==> src/rtl/frame_sched_pkg.sv <==
// Shared definitions for the frame scheduler: FSM state encoding, handshake
// pulse width and a counter-width helper used by the top and the watchdog.
package frame_sched_pkg;

  typedef enum logic [2:0] {
    ST_IDLE    = 3'd0,
    ST_ARM     = 3'd1,
    ST_RUN     = 3'd2,
    ST_WAIT_UP = 3'd3,
    ST_FINISH  = 3'd4,
    ST_DONE    = 3'd5
  } state_t;

  // Width in cycles of the UPSTR and UPENDR handshake pulses.
  localparam int unsigned PULSE_CYCLES = 1;

  // Counter width for a count range of n, never narrower than one bit.
  function automatic int unsigned cnt_w(input int unsigned n);
    return (n < 2) ? 1 : $clog2(n);
  endfunction

endpackage

==> src/rtl/frame_wdog.sv <==
// Idle-stream watchdog: counts enabled cycles since the last clear and flags
// when the count reaches TIMEOUT_CYCLES-1.
module frame_wdog
  import frame_sched_pkg::*;
#(
  parameter int unsigned TIMEOUT_CYCLES = 1048576
) (
  input  logic clk,
  input  logic rst,
  input  logic clear,
  input  logic enable,
  output logic expired
);

  localparam int unsigned CW = cnt_w(TIMEOUT_CYCLES);
  localparam logic [CW-1:0] LIMIT = CW'(TIMEOUT_CYCLES - 1);

  logic [CW-1:0] cnt;

  // Saturates at the limit so a stalled parent can never wrap it back to 0.
  always_ff @(posedge clk) begin
    if (rst) begin
      cnt <= '0;
    end else if (clear) begin
      cnt <= '0;
    end else if (enable && (cnt != LIMIT)) begin
      cnt <= cnt + CW'(1);
    end
  end

  assign expired = (cnt == LIMIT);

endmodule

==> src/rtl/frame_sched.sv <==
// Frame scheduler: sequences start/end handshakes for the stream input and
// up-sampler, checks row lengths, counts frames and raises a sticky irq.
module frame_sched
  import frame_sched_pkg::*;
#(
  parameter int unsigned SRC_IMG_WIDTH  = 3840,
  parameter int unsigned SRC_IMG_HEIGHT = 2160,
  parameter int unsigned TIMEOUT_CYCLES = 1048576
) (
  input  logic       s_axis_aclk,
  input  logic       s_axis_rst,
  input  logic       cfg_start,
  input  logic [7:0] cfg_frames,
  input  logic       cfg_abort,
  input  logic       irq_clr,
  input  logic       in_hsk,
  input  logic       in_last,
  input  logic       upsp_frame_done,
  output logic       UPSTR,
  output logic       UPENDR,
  output logic       busy,
  output logic [7:0] frame_cnt,
  output logic       irq,
  output logic       err_len,
  output logic       err_timeout
);

  localparam int unsigned COL_W = cnt_w(SRC_IMG_WIDTH);
  localparam int unsigned ROW_W = cnt_w(SRC_IMG_HEIGHT);
  localparam int unsigned PW    = cnt_w(PULSE_CYCLES + 1);

  localparam logic [COL_W:0]   ROW_BEATS  = (COL_W+1)'(SRC_IMG_WIDTH);
  localparam logic [ROW_W-1:0] LAST_ROW   = ROW_W'(SRC_IMG_HEIGHT - 1);
  localparam logic [PW-1:0]    PULSE_LOAD = PW'(PULSE_CYCLES);

  state_t           state;
  state_t           state_nxt;
  logic [7:0]       remaining;
  logic             cont;
  logic [COL_W-1:0] col;
  logic [ROW_W-1:0] row;
  logic [PW-1:0]    upstr_left;
  logic [PW-1:0]    upendr_left;
  logic             upstr_trig;
  logic             upendr_trig;
  logic             in_frame;
  logic             abort_take;
  logic             tout_take;
  logic             beat_run;
  logic             row_end;
  logic             wd_clear;
  logic             wd_expired;

  assign in_frame   = (state == ST_RUN) || (state == ST_WAIT_UP);
  assign abort_take = cfg_abort && (state != ST_IDLE);
  assign tout_take  = !abort_take && in_frame && wd_expired;
  assign beat_run   = (state == ST_RUN) && in_hsk;
  assign row_end    = beat_run && in_last;
  assign wd_clear   = in_hsk || (state_nxt != state);

  frame_wdog #(
    .TIMEOUT_CYCLES(TIMEOUT_CYCLES)
  ) u_wdog (
    .clk    (s_axis_aclk),
    .rst    (s_axis_rst),
    .clear  (wd_clear),
    .enable (in_frame),
    .expired(wd_expired)
  );

  always_ff @(posedge s_axis_aclk) begin
    if (s_axis_rst) begin
      state <= ST_IDLE;
    end else begin
      state <= state_nxt;
    end
  end

  // Abort outranks the watchdog, which outranks normal sequencing.
  always_comb begin
    state_nxt = state;
    case (state)
      ST_IDLE:    if (cfg_start) state_nxt = ST_ARM;
      ST_ARM:     state_nxt = ST_RUN;
      ST_RUN: begin
        if (upsp_frame_done) begin
          state_nxt = ST_FINISH;
        end else if (row_end && (row == LAST_ROW)) begin
          state_nxt = ST_WAIT_UP;
        end
      end
      ST_WAIT_UP: if (upsp_frame_done) state_nxt = ST_FINISH;
      ST_FINISH:  state_nxt = (cont || (remaining > 8'd1)) ? ST_ARM : ST_DONE;
      ST_DONE:    state_nxt = ST_IDLE;
      default:    state_nxt = ST_IDLE;
    endcase
    if (abort_take || tout_take) begin
      state_nxt = ST_IDLE;
    end
  end

  // FINISH already owns an UPENDR pulse, so an abort there adds no second one.
  always_comb begin
    upstr_trig  = (state_nxt == ST_ARM);
    upendr_trig = (state_nxt == ST_FINISH) ||
                  ((abort_take || tout_take) && (state != ST_FINISH));
    busy        = (state != ST_IDLE);
  end

  always_ff @(posedge s_axis_aclk) begin
    if (s_axis_rst) begin
      upstr_left  <= '0;
      upendr_left <= '0;
    end else begin
      if (upstr_trig) begin
        upstr_left <= PULSE_LOAD;
      end else if (upstr_left != '0) begin
        upstr_left <= upstr_left - PW'(1);
      end
      if (upendr_trig) begin
        upendr_left <= PULSE_LOAD;
      end else if (upendr_left != '0) begin
        upendr_left <= upendr_left - PW'(1);
      end
    end
  end

  assign UPSTR  = (upstr_left != '0);
  assign UPENDR = (upendr_left != '0);

  always_ff @(posedge s_axis_aclk) begin
    if (s_axis_rst) begin
      remaining   <= '0;
      cont        <= 1'b0;
      frame_cnt   <= '0;
      col         <= '0;
      row         <= '0;
      err_len     <= 1'b0;
      err_timeout <= 1'b0;
      irq         <= 1'b0;
    end else begin
      if ((state == ST_IDLE) && cfg_start) begin
        remaining   <= cfg_frames;
        cont        <= (cfg_frames == 8'd0);
        frame_cnt   <= '0;
        err_len     <= 1'b0;
        err_timeout <= 1'b0;
      end
      if (state == ST_ARM) begin
        col <= '0;
        row <= '0;
      end
      if (beat_run) begin
        if (in_last) begin
          col <= '0;
          row <= row + ROW_W'(1);
          if (({1'b0, col} + (COL_W+1)'(1)) != ROW_BEATS) begin
            err_len <= 1'b1;
          end
        end else begin
          col <= col + COL_W'(1);
        end
      end
      if ((state == ST_FINISH) && !abort_take) begin
        frame_cnt <= frame_cnt + 8'd1;
        if (remaining != 8'd0) begin
          remaining <= remaining - 8'd1;
        end
      end
      if (tout_take) begin
        err_timeout <= 1'b1;
      end
      // A new interrupt source wins over a clear in the same cycle.
      if ((state == ST_DONE) || abort_take || tout_take) begin
        irq <= 1'b1;
      end else if (irq_clr) begin
        irq <= 1'b0;
      end
    end
  end

endmodule

==> config.mk <==
export PLATFORM = sky130hd
export DESIGN_NAME = frame_sched
export DESIGN_NICKNAME = d
export VERILOG_FILES = /design/src/rtl/frame_sched_pkg.sv /design/src/rtl/frame_wdog.sv /design/src/rtl/frame_sched.sv
export SDC_FILE = /design/constraint.sdc
export NUM_CORES = 1
export LEC_CHECK = 0
export CAP_MARGIN = 10
export CORE_UTILIZATION = 47
export DETAILED_ROUTE_END_ITERATION = 12
export DONT_BUFFER_PORTS = 1
export PLACE_DENSITY = 0.74
export SLEW_MARGIN = 0
export SYNTH_ARGS = -nofsm -noshare
export SYNTH_HDL_FRONTEND = slang
export SYNTH_SLANG_ARGS = --single-unit
==> constraint.sdc <==
create_clock -name s_axis_aclk -period 1.7 [get_ports s_axis_aclk]
set_input_delay 0.085 -clock s_axis_aclk [delete_from_list [all_inputs] [get_ports s_axis_aclk]]
set_output_delay 0.085 -clock s_axis_aclk [all_outputs]
set_load 0.05 [all_outputs]
==> results.md <==
- Global-route wire length before repair: 18.7 mm
- Hold slack: 0.00613 ns
- Total gr overflow: 0
- Syn Area/Cell: 8.12 um2
- Crit path buf inv count: 1
- Flops & latches, synth: 69
- Clock group share of total power: 34.9%
- Delay-heaviest family, CP: simple AND/OR/NAND/NOR gates
- CP Data Arrival Time: 2.28 ns
- Crit-path cells: or4_4 > nor4_4 > a41oi_2 > and3_4 > clkbuf_16 > nor3_2
- Dpl ws: -0.298 ns
- # port buffers: 0
- Pins over their slew limit: 0
- Placed instance area: 4680 um2
- Synth Instances: 480
- TritonCTS clock tree: yes
- Number of flops mapped to enable cells by yosys: 0
- Failing checks: negative setup slack
- Ys Warns: 0
- Worst-path clk slew: 0.08 ns
- Num rows: 32
- Final core occ: 70.2%
- Slew headroom: 65.1%
- Outcome: finished with violations
- Final Wtd Congestion: 0.873
- Reg power frac: 42.8%
- Die Area: 8660 um2
- Cell Int Power: 2760 uW
- Vias: 4181
- Crit path time final: 2.01 ns
- Final period util: 118%
- Top-level I/O count: 30
- Post-route ant nets: 0
- Nets@finish: 609
- PD cells: 718 nW/um2
- CORE AREA: 7890 um2
- Setup slack after layout: -0.313 ns
- Post-synth top flop: dfxtp_1
- Fraction of post-synthesis cell area in the top cell type by area: 35.4%
- Max-cap violations: 0
- Final setup violation count: 37
- Total iterations of the first detailed-routing run: 5
- Ratio of cells with drive above 1 in the final layout: 38.1%
- CTS root buf: clkbuf_8
- Post-synth net total: 504
- Max incr delay on CP: 0.55 ns
- Final Hold Vio Count: 0
- Design area: 5530 um2
- Initial antenna violation count: 0
- Initial DRC Count: 302
- Worst reg2reg path startpoint: remaining[5]
- Cell with the most instances after synthesis: dfxtp_1
- Critical path startpoint: remaining[5]
- Worst VDD drop: 0.514 mV
- Dpl hpwl: 7.10 mm
- ANT cells: 0
- Top cells by count, synth: 69 x dfxtp_1, 48 x nor2_1, 32 x nor3_1, 31 x a21oi_1, 29 x nand2_1
- CP max FO: 5
- Slew of the pin with the lowest slew margin: 0.523 ns
- CTS Buf Count: 9
- Filler cells: 557
- Worst path slowest cell: or4_4
- Die Width: 93.1 um
- Crit path launch type: flop
- Area leader, netlist: dfxtp_1
- Synth area leaders: dfxtp_1 35%, nor2_1 4.6%, nor3_1 4.1%
- Clock Latency Late Sink: 0.36 ns
- Leakage power: 0.00199 uW
- RSZ-0062 raised after global routing: yes
- Post-synthesis sequential area ratio: 35.4%
- Pin count of the biggest net entering global routing: 49
- DRC errors left: 0
- Synth async-reset ratio: 0%
- Library cells used by synthesis: 72
- Vias in the first global route: 3989
- Area Growth Syn to Fin: 42.0%
- Maximum clock rate: 497 MHz
- CP required: 1.97 ns
- Combinational power share: 22.3%
- Total clock sinks: 69
- Syn Std Cell Area: 3900 um2
- DR vias/cell: 6.04
- Psw: 1210 uW
- Worst Skew: 0.00987 ns
- Critical Path Sink Type: flop
- Sw frac: 30.5%
- Wire per inst: 17.2 um
- Crit Path Category: reg -> reg
- HP Start: cfg_frames[1]
- Die H: 93.1 um
- Clock Tree Buf Depth: 2
- Worst Hold Class: in -> reg
- Initial Utilization: 49.4%
- Htree depth: 3
- Routed WL: 11.9 mm
- Global Route Usage Sum: 27.1%
==> area by class of cell <==
class	count	area (um2)	share of cell area (%)
multi-input combinational	371	2700	48.8
sequential	69	1410	25.4
timing repair buffer	120	1040	18.9
clock buffer	10	138	2.49
tap	102	128	2.31
clock inverter	6	62.6	1.13
inverter	14	52.6	0.950
==> registers in the layout (all words and copies together), names as in the netlist, 3 cells and up <==
name,flops
u_wdog.cnt,20
state,3
remaining,8
frame_cnt,8
col,12
row,12
==> metal layers <==
metal	part of all wire (%)	GRT usage, %	routed length [um]	up-vias
met5	0	0	0	-
met4	2.2	10.5	262	0
met3	6.2	6.02	740	28
met2	48	45.4	5750	149
met1	43	34.0	5180	2005
li1	-	-	-	1999
==> repair_timing <==
action                                  CTS  global route
pin swaps                                13            25
gates resized for setup                  35            42
cloned                                    2             1
setup buffers                             9            11
hold endpoints to repair                 48             0
endpoints found under the setup margin   41            56
hold buffers                             13             0
==> cells in the final DEF, fill, tap and decap left out, types with 4 or more instances in the layout <==
cell            n
a211oi_1       10
a211oi_2        6
a21oi_1        24
a21oi_2         8
a22oi_1         4
a31oi_1         4
and2_1          5
and3_1          6
buf_4          97
buf_6           5
clkbuf_8       10
dfxtp_1        52
dfxtp_2        15
dlygate4sd3_1  12
ha_1            6
inv_1          13
mux2_2          4
mux2i_1         4
nand2_1        29
nand2b_1        8
nand3_1        25
nand3b_1        7
nand4_1        13
nor2_1         43
nor2_2          4
nor2b_1         4
nor3_1         14
nor3_2         14
nor3_4          4
nor4_1         10
o21ai_0        11
o21ai_1         5
or2_2           6
or3_1           7
xnor2_1        14
==> final timing paths <==
check | depth (start not counted) | end | slack, ns
setup / recovery | 6 | u_wdog.cnt[1] | -0.31
hold / removal | 2 | remaining[1] | 0.006
setup reg to reg | 6 | u_wdog.cnt[1] | -0.31
hold reg to reg | 2 | cont | 0.50
==> stage by stage <==
step,power (uW),TNS (ns),instances
3_5_place_dp,2380,-7.58,642
2_1_floorplan,2170,-2.27,480
4_1_cts,3900,-5.46,682
5_1_grt,4120,-9.61,692
3_3_place_gp,2360,-4.22,642
6_report,3970,-7.20,692
==> cell families after synthesis <==
logic type / synth area share (%)
xor gates and xnor gates: 3.60
muxes: 2.47
AOI/OAI and AO/OA: 19.1
and+or+nand+nor: 32.4
DFF: 35.4
buffers and inverters: 4.43
adders and majority gates: 2.57
==> power groups by stage <==
stage / registers [uW] / clock network [uW] / logic [uW]
CTS: 1700 / 1390 / 814
global route: 1710 / 1480 / 936
finish: 1700 / 1390 / 885
floorplan: 1740 / 0 / 424
detailed placement: 1740 / 0 / 641
global placement: 1740 / 0 / 622
Note: power is estimated with default switching activity, not from simulation.
